--- src/rtl/conway_step_controller.sv ---
// conway_step_controller: Moore sequencer for the Game of Life array/memory
// write pipeline. It sweeps positions 0..3 with four phases each:
//   phase 0 setup, phase 1 write_array, phase 2 settle, phase 3 write_mem.
// After the sweep it holds run high for RUN_CYCLES cycles, then starts over.
// Optional build macro CONTROLLER_PAUSE_EN adds a pause input that freezes
// the state and the run counter while it is high (reset still wins).
module conway_step_controller #(
  parameter int unsigned RUN_CYCLES = 1
) (
  input  logic       clk,
  input  logic       reset,
`ifdef CONTROLLER_PAUSE_EN
  input  logic       pause,
`endif
  output logic       write_array,
  output logic       run,
  output logic [1:0] pos,
  output logic       write_mem
);

  typedef enum logic {
    MODE_SWEEP = 1'b0,
    MODE_RUN   = 1'b1
  } mode_t;

  // Last counter value in RUN; the counter starts at 0 on entry.
  localparam logic [7:0] RUN_LAST = 8'(RUN_CYCLES - 1);

  mode_t      mode_q, mode_d;
  logic [1:0] pos_q, pos_d;
  logic [1:0] phase_q, phase_d;
  logic [7:0] cnt_q, cnt_d;
  logic       hold;

`ifdef CONTROLLER_PAUSE_EN
  assign hold = pause;
`else
  assign hold = 1'b0;
`endif

  // State register: synchronous reset returns to S0.0.
  always_ff @(posedge clk) begin
    if (reset) begin
      mode_q  <= MODE_SWEEP;
      pos_q   <= 2'd0;
      phase_q <= 2'd0;
      cnt_q   <= 8'd0;
    end else begin
      mode_q  <= mode_d;
      pos_q   <= pos_d;
      phase_q <= phase_d;
      cnt_q   <= cnt_d;
    end
  end

  // Next-state logic: one step per cycle unless held.
  always_comb begin
    mode_d  = mode_q;
    pos_d   = pos_q;
    phase_d = phase_q;
    cnt_d   = cnt_q;
    if (!hold) begin
      case (mode_q)
        MODE_SWEEP: begin
          if (phase_q == 2'd3) begin
            phase_d = 2'd0;
            if (pos_q == 2'd3) begin
              mode_d = MODE_RUN;
              pos_d  = 2'd0;
              cnt_d  = 8'd0;
            end else begin
              pos_d = pos_q + 2'd1;
            end
          end else begin
            phase_d = phase_q + 2'd1;
          end
        end
        MODE_RUN: begin
          if (cnt_q == RUN_LAST) begin
            mode_d  = MODE_SWEEP;
            pos_d   = 2'd0;
            phase_d = 2'd0;
            cnt_d   = 8'd0;
          end else begin
            cnt_d = cnt_q + 8'd1;
          end
        end
        default: begin
          mode_d  = MODE_SWEEP;
          pos_d   = 2'd0;
          phase_d = 2'd0;
          cnt_d   = 8'd0;
        end
      endcase
    end
  end

  // Moore output decode from the state register only.
  always_comb begin
    write_array = 1'b0;
    write_mem   = 1'b0;
    run         = 1'b0;
    pos         = 2'd0;
    case (mode_q)
      MODE_SWEEP: begin
        pos         = pos_q;
        write_array = (phase_q == 2'd1);
        write_mem   = (phase_q == 2'd3);
      end
      MODE_RUN: begin
        run = 1'b1;
      end
      default: begin
        run = 1'b0;
      end
    endcase
  end

endmodule

--- config.mk ---
export PLATFORM = sky130hd
export DESIGN_NAME = conway_step_controller
export DESIGN_NICKNAME = d
export VERILOG_FILES = /design/src/rtl/conway_step_controller.sv
export SDC_FILE = /design/constraint.sdc
export NUM_CORES = 1
export LEC_CHECK = 0
export CORE_MARGIN = 10
export CORE_UTILIZATION = 46
export DETAILED_ROUTE_END_ITERATION = 12
export GPL_ROUTABILITY_DRIVEN = 0
export PLACE_DENSITY_LB_ADDON = 0.15
export SETUP_SLACK_MARGIN = 0.02
export SYNTH_ARGS = -nofsm -noshare
export SYNTH_HDL_FRONTEND = slang
export SYNTH_SLANG_ARGS = --single-unit
export TNS_END_PERCENT = 10
--- constraint.sdc ---
create_clock -name clk -period 2 [get_ports clk]
set_input_delay 0.4 -clock clk [delete_from_list [all_inputs] [get_ports clk]]
set_output_delay 0.4 -clock clk [all_outputs]
set_load 0.05 [all_outputs]
==> summary.md, run 1 <==
| Metric | Value |
|---|---|
| Run status | finished, final reports clean |
| Syn nets | 96 |
| Max Freq | 542 MHz |
| Largest net degree at the start of global routing | 13 |
| Drt wl/cell | 15.2 um |
| Port bufs | 6 |
| Worst vdd ir | 445 uV |
| Worst Max-Slew Pin Slew | 0.370 ns |
| RSZ-0062 raised after global routing | false |
| Post-synth top area cell | dfxtp_1 |
| Slew HR | 75.3% |
| Share of layout cells above drive strength 1 | 19.8% |
| Diode count | 0 |
| Synth Instances | 89 |
| Die ar. | 3710 um2 |
| Initial antenna violation count | 0 |
| Clock Skew | 0.00299 ns |
| Worst skew pair latency | 0.28 ns |
| Gr usage total | 10.3% |
| Setup crit end kind | output pin |
| Register area share after synthesis | 33.8% |
| Hold_buf cts | 0 |
| Final wirelength | 1710 um |
| Synth Cell Area | 771 um2 |
| Arr. time, crit path | 1.44 ns |
| Final min period | 1.84 ns |
| HPWL reported at the end of detailed placement | 1190 um |
| Post-synth top area share | 33.8% |
| Synth top area cells | dfxtp_1 (34%), ha_1 (8.1%), a21oi_1 (5.8%), o21ai_0 (4.5%), nor2_1 (3.9%) |
| Die Ht | 60.9 um |
| Die X | 60.9 um |
| Worst Hold Class | register to register |
| Share of flip-flops with an asynchronous set or reset | 0% |
| CTS buffer count | 3 |
| Initial DRC Count | 23 |
| # DRC | 0 |
| CP max FO | 5 |
| Tot Pwr | 0.000511 W |
| Final worst path period share | 92.2% |
| Via Count | 673 |
| Dpl cells | 108 |
| Cell Count, Final, Fillers Out | 112 |
| Setup bufs post-CTS | 0 |
| First-pass GRT wire length | 3020 um |
| Sink Count | 13 |
| Register bit count reported by yosys | 13 |
| Commonest register cell after synthesis | dfxtp_1 |
| Row count | 14 |
| CP Class | register to output pin |
| Final TNS setup | 0 ns |
| Root Driver | clkbuf_4 |
| Starting utilization of the core area | 50.0% |
| Lkg Pwr | 0.343 nW |
| Final count of pins violating max slew | 0 |
| H-tree level count | 1 |
| Core region area | 1540 um2 |
| Yosys cell types | 34 |
| Synth-to-Final Area Change | 11.5% |
| CTS tree | done |
| Syn Area/Cell | 8.66 um2 |
| Synth Warn # | 0 |
| ANT nets after route | 0 |
| Final Hold Viols | 0 |
| Bufs on Longest Clock Path | 2 |
| Clk pin slew, worst setup/hold paths | 0.08 ns |
| Power per cell area | 595 nW/um2 |
| Maxcap violations | 0 |
| Final setup violation count | 0 |
| Crit start category | register |
| IO Pins | 7 |
| DRT Pass-1 Iters | 4 |
| Final net count | 104 |
| Post-CTS sizing | 0 |
| Req. time, crit path | 1.60 ns |
| EDFF count, synth | 0 |
| Vias in the first global route | 685 |
| Vias per cell | 6.01 |
| GRT overflow | 0 |
==> state kept, by name (all words and copies together), names as in the netlist <==
| signal | cells |
|---|---|
| phase_q | 2 |
| pos_q | 2 |
| mode_q | 1 |
| cnt_q | 8 |
==> layer usage <==
metal / global-route usage (%) / part of all wire (%) / vias up
li1: - / - / 336
met1: 12.1 / 49 / 317
met2: 16.2 / 43 / 20
met3: 5.85 / 7.9 / 0
met4: 2.19 / 0 / 0
met5: 0 / 0 / -
==> cells in the final DEF (no fill, tap or decap), types with 2 or more instances in the layout <==
cell type,instances
dfxtp_1,13
a21oi_1,9
nor2_1,8
o21ai_0,7
buf_4,7
ha_1,5
nor2b_1,4
nand2_1,4
inv_1,3
nand2b_1,3
clkbuf_4,3
a41oi_1,2
nand3_1,2
nor4_1,2
a311oi_1,2
nor3b_1,2
==> cells in the mapped netlist (2+ instances only) <==
| cell | number |
|---|---|
| a21oi_1 | 9 |
| clkbuf_1 | 2 |
| nor3b_1 | 2 |
| nand2_1 | 4 |
| a41oi_1 | 2 |
| inv_1 | 3 |
| nor4_1 | 2 |
| a311oi_1 | 2 |
| nand3_1 | 2 |
| o21ai_0 | 7 |
| nor2_1 | 8 |
| nor2b_1 | 4 |
| buf_2 | 2 |
| nand2b_1 | 3 |
| dfxtp_1 | 13 |
| buf_6 | 2 |
| ha_1 | 5 |
==> metrics by stage <==
| stage | instance area [um2] | hold WS (ns) | worst slack [ns] | util [%] |
|---|---|---|---|---|
| after floorplan | 771 | 0.456 | 0.149 | - |
| after global placement | 833 | 0.476 | 0.392 | 54.1 |
| after detailed placement | 833 | 0.476 | 0.252 | 54.1 |
| after CTS | 860 | 0.488 | 0.148 | 55.8 |
| after global routing | 860 | 0.515 | 0.0527 | 55.8 |
| final | 860 | 0.488 | 0.157 | 55.8 |
==> logic make-up after synthesis <==
kind of cell               after synthesis  share of synthesized area (%)
and+or+nand+nor                         35                           27.9
AOI/OAI and AO/OA                       27                           23.5
DFF                                     13                           33.8
buffers and inverters                    9                           6.66
adders and majority gates                5                           8.12
==> critical path, stage by stage (launching register included) <==
cell and delay, ns:
dfxtp_1 0.39, ha_1 0.26, nor2b_1 0.33, buf_12 0.18
==> cell type report <==
| cell class | instances | area (um2) |
|---|---|---|
| fill | 149 | 682 |
| multi-input combinational | 67 | 459 |
| sequential | 13 | 260 |
| timing repair buffer | 9 | 82.6 |
| clock buffer | 4 | 26.3 |
| tap | 16 | 20.0 |
| inverter | 3 | 11.3 |
==> power by group <==
part / internal (W) / total [W] / switching (W)
Combinational: 0.0000266 / 0.0000691 / 0.0000425
Clock: 0.0000775 / 0.000171 / 0.0000938
Sequential: 0.000265 / 0.000271 / 0.00000545
==> final timing paths <==
path	start	endpoint	slack (ns)	cells after the start
setup reg to reg	cnt_q[0]	pos_q[0]	0.33	7
setup / recovery	phase_q[0]	write_mem	0.16	3
hold / removal	pos_q[1]	pos_q[1]	0.49	2
hold reg to reg	pos_q[1]	pos_q[1]	0.49	2
(Power assumes the default switching activity.)
==> run 2: changes to the inputs <==
CAP_MARGIN = 0   (was unset)
TNS_END_PERCENT = unset   (was 10)
==> results of run 2 <==
The final DEF is identical to that of run 1; final timing and power are the same.
==> run 3: changes to the inputs <==
HOLD_SLACK_MARGIN = 0.15   (was unset)
==> results of run 3 <==
The final DEF is identical to that of run 1; final timing and power are the same.
